### config.mk
export PLATFORM = sky130hd
export DESIGN_NAME = multicycle_controller
export DESIGN_NICKNAME = d
export VERILOG_FILES = /design/src/rtl/multicycle_controller.sv
export SDC_FILE = /design/constraint.sdc
export NUM_CORES = 1
export LEC_CHECK = 0
export BUFFER_PORTS_ARGS = -buffer_cell sky130_fd_sc_hd__buf_2
export CAP_MARGIN = 5
export CORE_MARGIN = 2
export CORE_UTILIZATION = 49
export DETAILED_ROUTE_END_ITERATION = 8
export GPL_ROUTABILITY_DRIVEN = 0
export MAX_ROUTING_LAYER = met4
export PLACE_DENSITY = 0.81
export SYNTH_ARGS = -nofsm -noshare
export SYNTH_HDL_FRONTEND = slang
export SYNTH_SLANG_ARGS = --single-unit
### constraint.sdc
create_clock -name clk -period 1.9 [get_ports clk]
set_input_delay 0.38 -clock clk [delete_from_list [all_inputs] [get_ports clk]]
set_output_delay 0.38 -clock clk [all_outputs]
set_load 0.01 [all_outputs]
### src/rtl/multicycle_controller.sv
// Multicycle MIPS-subset control FSM: fetch/decode/execute/memory/write-back
// sequencing, a bounded data-memory wait, sticky halt/fault states and a retire counter.
module multicycle_controller #(
   parameter int MEM_TIMEOUT = 16,
   parameter int CNT_W       = 32
) (
   input  logic             clk,
   input  logic             rst,
   input  logic [5:0]       opecode,
   input  logic [5:0]       funct,
   input  logic             imem_valid,
   input  logic             dmem_ready,
   output logic             pc_we,
   output logic             ir_we,
   output logic             reg_we,
   output logic             alusrc,
   output logic             zors,
   output logic             mem_re,
   output logic             mem_we,
   output logic             branch,
   output logic             jump,
   output logic [2:0]       state,
   output logic             halted,
   output logic             fault,
   output logic [CNT_W-1:0] retired
);

   localparam int WAIT_W = (MEM_TIMEOUT > 1) ? $clog2(MEM_TIMEOUT) : 1;

   typedef enum logic [2:0] {
      FETCH  = 3'd0,
      DECODE = 3'd1,
      EXEC   = 3'd2,
      MEM    = 3'd3,
      WB     = 3'd4,
      HALT   = 3'd5,
      FAULT  = 3'd6
   } state_t;

   typedef enum logic [3:0] {
      CL_RTYPE, CL_ADDI, CL_LOGIC_IMM, CL_LW, CL_SW, CL_BEQ, CL_JUMP, CL_HALT, CL_BAD
   } class_t;

   function automatic class_t classify(input logic [5:0] op, input logic [5:0] fn);
      case (op)
         6'h00:   classify = (fn inside {6'h20, 6'h22, 6'h24, 6'h25, 6'h2A, 6'h00, 6'h02})
                             ? CL_RTYPE : CL_BAD;
         6'h08:   classify = CL_ADDI;
         6'h0C,
         6'h0D:   classify = CL_LOGIC_IMM;
         6'h23:   classify = CL_LW;
         6'h2B:   classify = CL_SW;
         6'h04:   classify = CL_BEQ;
         6'h02:   classify = CL_JUMP;
         6'h3F:   classify = CL_HALT;
         default: classify = CL_BAD;
      endcase
   endfunction

   state_t             state_q, state_d;
   logic [WAIT_W-1:0]  wait_q, wait_d;
   logic [5:0]         op_q, funct_q;
   logic [CNT_W-1:0]   retired_q;
   class_t             cls;

   // Everything after DECODE works from the latched instruction, not the live inputs.
   assign cls = classify(op_q, funct_q);

   always_ff @(posedge clk) begin
      if (rst) begin
         state_q   <= FETCH;
         wait_q    <= '0;
         op_q      <= '0;
         funct_q   <= '0;
         retired_q <= '0;
      end else begin
         state_q <= state_d;
         wait_q  <= wait_d;
         if (state_q == DECODE) begin
            op_q    <= opecode;
            funct_q <= funct;
         end
         if (pc_we) retired_q <= retired_q + CNT_W'(1);
      end
   end

   always_comb begin
      state_d = state_q;
      wait_d  = '0;
      pc_we   = 1'b0;
      ir_we   = 1'b0;
      reg_we  = 1'b0;
      mem_re  = 1'b0;
      mem_we  = 1'b0;
      branch  = 1'b0;
      jump    = 1'b0;
      case (state_q)
         FETCH: begin
            if (imem_valid) begin
               ir_we   = 1'b1;
               state_d = DECODE;
            end
         end
         DECODE: begin
            case (classify(opecode, funct))
               CL_HALT: state_d = HALT;
               CL_BAD:  state_d = FAULT;
               default: state_d = EXEC;
            endcase
         end
         EXEC: begin
            case (cls)
               CL_RTYPE, CL_ADDI, CL_LOGIC_IMM: state_d = WB;
               CL_LW, CL_SW:                    state_d = MEM;
               CL_BEQ: begin
                  pc_we   = 1'b1;
                  branch  = 1'b1;
                  state_d = FETCH;
               end
               CL_JUMP: begin
                  pc_we   = 1'b1;
                  jump    = 1'b1;
                  state_d = FETCH;
               end
               default: state_d = FAULT;
            endcase
         end
         MEM: begin
            mem_re = (cls == CL_LW);
            mem_we = (cls == CL_SW);
            // A ready in the final allowed cycle still completes the access.
            if (dmem_ready) begin
               if (cls == CL_LW) begin
                  state_d = WB;
               end else begin
                  pc_we   = 1'b1;
                  state_d = FETCH;
               end
            end else if (wait_q == WAIT_W'(MEM_TIMEOUT - 1)) begin
               state_d = FAULT;
            end else begin
               wait_d = wait_q + WAIT_W'(1);
            end
         end
         WB: begin
            reg_we  = 1'b1;
            pc_we   = 1'b1;
            state_d = FETCH;
         end
         HALT:    state_d = HALT;
         FAULT:   state_d = FAULT;
         default: state_d = FAULT;
      endcase
      // Reset abandons whatever is in flight without emitting any strobe.
      if (rst) begin
         pc_we  = 1'b0;
         ir_we  = 1'b0;
         reg_we = 1'b0;
         mem_re = 1'b0;
         mem_we = 1'b0;
         branch = 1'b0;
         jump   = 1'b0;
      end
   end

   assign alusrc  = (state_q inside {EXEC, MEM, WB}) &&
                    (cls inside {CL_ADDI, CL_LOGIC_IMM, CL_LW, CL_SW});
   assign zors    = (cls != CL_LOGIC_IMM);
   assign state   = state_q;
   assign halted  = (state_q == HALT);
   assign fault   = (state_q == FAULT);
   assign retired = retired_q;

endmodule

==> flow_results.xml <==
<?xml version="1.0" encoding="UTF-8"?>
<metrics>
  <group name="run_status">
    <metric name="result_of_the_run" unit="">finished with violations</metric>
    <metric name="failed_checks" unit="">setup timing</metric>
  </group>
  <group name="global_routing">
    <metric name="number_of_antenna_violations_at_the_first_check_in_global_routing" unit="">0</metric>
    <metric name="grt_pass1_wl" unit="mm">13.7</metric>
    <metric name="grt_overflow_total" unit="">0</metric>
    <metric name="largest_net_degree_at_the_start_of_global_routing" unit="">34</metric>
    <metric name="use_met1" unit="%">33.7</metric>
    <metric name="most_congested_layer_reported_by_global_routing" unit="">met2</metric>
    <metric name="grt.met2_usage" unit="%">46.2</metric>
    <metric name="globalRouteMet3Util" unit="%">4.86</metric>
    <metric name="first_global_vias" unit="">3009</metric>
    <metric name="grt_util_all_layers" unit="%">27.9</metric>
  </group>
  <group name="floorplan">
    <metric name="floorplan.initialDensity" unit="%">51.1</metric>
    <metric name="die_area" unit="µm²">6400</metric>
    <metric name="chipWidth" unit="µm">80</metric>
    <metric name="core-area" unit="µm²">5540</metric>
    <metric name="ports" unit="">62</metric>
    <metric name="fp-row-count" unit="">27</metric>
    <metric name="die_height" unit="µm">80</metric>
  </group>
  <group name="yosys">
    <metric name="postSynthRegisterBits" unit="">51</metric>
    <metric name="synth.avg_cell_area" unit="µm²">7.91</metric>
    <metric name="syn_area" unit="µm²">2830</metric>
    <metric name="synth_xor_xnor_area_share" unit="%">6.19</metric>
    <metric name="post_synth_mux_area_share" unit="%">0.752</metric>
    <metric name="synth_async_sr_flop_share" unit="%">0</metric>
    <metric name="yosysWarnings" unit="">0</metric>
    <metric name="synth-main-ff-cell" unit="">sky130_fd_sc_hd__dfxtp_1</metric>
    <metric name="synth_top_family_by_area" unit="">simple AND/OR/NAND/NOR gates</metric>
    <metric name="synth_fp_nets" unit="">376</metric>
    <metric name="synth.lib_cells_used.distinct" unit="">52</metric>
    <metric name="yosysSeqAreaShare" unit="%">36.1</metric>
    <metric name="synthesis.instances" unit="">358</metric>
    <metric name="synth-adder-area-share" unit="%">1.24</metric>
    <metric name="synth_compound_gate_area_share" unit="%">19.5</metric>
    <metric name="number_of_enable_flip_flop_cells_after_synthesis" unit="">0</metric>
    <metric name="netlist.area_leader.share" unit="%">36.1</metric>
    <metric name="synthSimpleGateAreaFrac" unit="%">31.8</metric>
    <metric name="synth_top_cells_by_area" unit="">sky130_fd_sc_hd__dfxtp_1, sky130_fd_sc_hd__nand2_1, sky130_fd_sc_hd__a21oi_1</metric>
    <metric name="yosysTopAreaCell" unit="">sky130_fd_sc_hd__dfxtp_1</metric>
  </group>
  <group name="detailed_routing">
    <metric name="drt-initial-drc-count" unit="">317</metric>
    <metric name="drtAntennaViolNets" unit="">0</metric>
    <metric name="wl_per_instance" unit="µm">18.3</metric>
    <metric name="avgViaCountPerCell" unit="">6.19</metric>
    <metric name="drt_first_pass_iters" unit="">5</metric>
    <metric name="route.detailed.drc" unit="">0</metric>
    <metric name="vias" unit="">3438</metric>
    <metric name="drt-total-wl" unit="mm">10.2</metric>
  </group>
  <group name="finish">
    <metric name="finalNetCount" unit="">500</metric>
    <metric name="antenna_cells" unit="">0</metric>
    <metric name="finalCoreUtilization" unit="%">77.1</metric>
    <metric name="area_growth" unit="%">50.9</metric>
    <metric name="layout-drive-gt1-share" unit="%">43.5</metric>
    <metric name="leading_cell_type_in_the_layout_fill_and_taps_excluded" unit="">sky130_fd_sc_hd__buf_2</metric>
    <metric name="final_cell_mix" unit="">sky130_fd_sc_hd__buf_2, sky130_fd_sc_hd__buf_4, sky130_fd_sc_hd__nand2_1</metric>
    <metric name="final_cell_area" unit="µm²">4270</metric>
  </group>
  <group name="power_and_ir_drop">
    <metric name="power_switching" unit="mW">1.51</metric>
    <metric name="pwr_density_cell" unit="nW/µm²">920</metric>
    <metric name="clock_power_share" unit="%">18.2</metric>
    <metric name="internal_power" unit="mW">2.41</metric>
    <metric name="p_leak" unit="nW">1.63</metric>
    <metric name="finalPower" unit="mW">3.93</metric>
    <metric name="comb_power_share" unit="%">47.4</metric>
    <metric name="power_frac_seq" unit="%">34.4</metric>
    <metric name="peakVddDrop" unit="V">0.000512</metric>
    <metric name="switching_share" unit="%">38.5</metric>
  </group>
  <group name="min_path">
    <metric name="holdCritPathClass" unit="">in2reg</metric>
  </group>
  <group name="cts">
    <metric name="cts_tree" unit="">done</metric>
    <metric name="worst_skew_late_latency" unit="ps">320</metric>
    <metric name="root_buffer" unit="">sky130_fd_sc_hd__clkbuf_8</metric>
    <metric name="tritoncts_num_sinks" unit="">51</metric>
    <metric name="postCtsHoldBufs" unit="">0</metric>
    <metric name="ctsHtreeMaxLevel" unit="">2</metric>
    <metric name="tritoncts.num_buffers" unit="">5</metric>
    <metric name="clkSlewWorstSetupHoldPaths" unit="ps">90</metric>
    <metric name="clock_tree.buffer_depth" unit="">2</metric>
  </group>
  <group name="timing">
    <metric name="timing.clock.skew" unit="ps">12.0</metric>
    <metric name="final.hold.worst_slack" unit="ps">304</metric>
    <metric name="final.setup.worst_slack" unit="ps">-436</metric>
    <metric name="ratio_of_final_minimum_period_to_clock_period" unit="%">123</metric>
    <metric name="timing.fmax" unit="MHz">428</metric>
    <metric name="final_hold_viol_count" unit="">0</metric>
    <metric name="slew_viol_final" unit="">0</metric>
    <metric name="final_min_period" unit="ps">2340</metric>
    <metric name="grt_setup_unrepaired" unit="">true</metric>
    <metric name="worst_pin_slew" unit="ps">448</metric>
    <metric name="relSlewSlack" unit="%">69.8</metric>
    <metric name="setup_viol" unit="">39</metric>
  </group>
  <group name="worst_setup_path">
    <metric name="worstSetupPathType" unit="">reg2out</metric>
    <metric name="worst-path-buf-inv" unit="">2</metric>
    <metric name="crit_arrival" unit="ps">1960</metric>
    <metric name="cpLargestDelayFamily" unit="">simple AND/OR/NAND/NOR gates</metric>
    <metric name="startpoint_type" unit="">flop</metric>
    <metric name="timing.critical_path.required" unit="ps">1520</metric>
    <metric name="critical_path.max_fanout" unit="">3</metric>
    <metric name="worstPathCellList" unit="">buf_6 &gt; nand3b_1 &gt; or2_4 &gt; a221oi_4 &gt; nand3_2 &gt; a21oi_2 &gt; buf_2</metric>
    <metric name="critPathMaxStageDelay" unit="ps">370</metric>
    <metric name="crit_path_end_kind" unit="">output port</metric>
    <metric name="critPathSlowestCell" unit="">sky130_fd_sc_hd__dfxtp_4</metric>
  </group>
  <group name="place">
    <metric name="detailedPlace.worstSlack" unit="ps">-310</metric>
    <metric name="dp.final_hpwl" unit="mm">5.63</metric>
    <metric name="placement.cell_area" unit="µm²">3560</metric>
    <metric name="io_buffer_count" unit="">61</metric>
  </group>
  <group name="job">
    <metric name="max-cap-violations" unit="">0</metric>
  </group>
</metrics>
## state kept, by name (all words and copies together), names as in the netlist
register,cells
funct_q,6
op_q,6
retired,32
state,3
wait_q,4
## cell usage after synthesis, drive strengths merged (7+ instances only)
library cell / count
xnor2: 17
o21ai: 15
buf: 7
nand2: 50
clkbuf: 11
a21oi: 30
or3: 7
nand3: 18
nand4: 8
inv: 11
nor2: 29
dfxtp: 51
a211oi: 12
nor3: 10
or4: 11
## path summary, 6_finish.rpt
| kind | from | to | slack (ps) | depth (start not counted) |
|---|---|---|---|---|
| hold reg to reg | retired[31] | retired[31] | 460 | 1 |
| hold / removal | funct[4] | funct_q[4] | 300 | 3 |
| setup / recovery | op_q[0] | alusrc | -440 | 7 |
| setup reg to reg | op_q[0] | retired[22] | -390 | 8 |
## cell families after synthesis
group                    count (synthesis)
XOR/XNOR                                20
AND/OR/NAND/NOR                        169
buffers and inverters                   29
adder cells (fa/ha/maj)                  3
AO/OA/AOI/OAI                           84
flip-flops                              51
multiplexers                             2
## routing by layer
metal  vias up  part of all wire (%)
li1       1545                     -
met1      1656                    40
met2       186                    49
met3        51                   6.6
met4         0                   4.4
met5         -                     0
## through the flow
step	setup TNS, ps	cells
3_5_place_dp	-3830	523
4_1_cts	-1900	545
5_1_grt	-10240	555
2_1_floorplan	-1.99	358
6_report	-7600	555
3_3_place_gp	-1840	523
## power groups by stage
stage | clock, mW | combinational [mW] | sequential [mW]
global route | 0.759 | 1.97 | 1.36
global placement | 0 | 1.31 | 1.33
finish | 0.715 | 1.86 | 1.35
CTS | 0.704 | 1.54 | 1.32
floorplan | 0 | 0.802 | 1.32
detailed placement | 0 | 1.35 | 1.33
## cell type report
| class | instances | area, µm² |
|---|---|---|
| clock buffer | 8 | 100 |
| fill | 338 | 1270 |
| inverter | 11 | 41.3 |
| multi-input combinational | 280 | 2080 |
| sequential | 51 | 1040 |
| tap | 72 | 90.1 |
| timing repair buffer | 133 | 915 |
## worst reg2reg max path, cell delays in order (launching register included)
cell and delay, ps:
sky130_fd_sc_hd__dfxtp_4 370, sky130_fd_sc_hd__buf_6 120, sky130_fd_sc_hd__buf_4 130, sky130_fd_sc_hd__nor4_4 250, sky130_fd_sc_hd__buf_4 190, sky130_fd_sc_hd__a31oi_4 180, sky130_fd_sc_hd__a21o_4 290, sky130_fd_sc_hd__or4_4 500
sky130_fd_sc_hd__a21oi_2 190
## what timing repair did
| action | CTS | global route |
|---|---|---|
| setup endpoints to repair | 20 | 40 |
| pin swaps | 27 | 42 |
| buffers inserted | 13 | 11 |
| resized for setup | 37 | 59 |
| cloned | 2 | 0 |
Power figures use the tool's default switching activity.
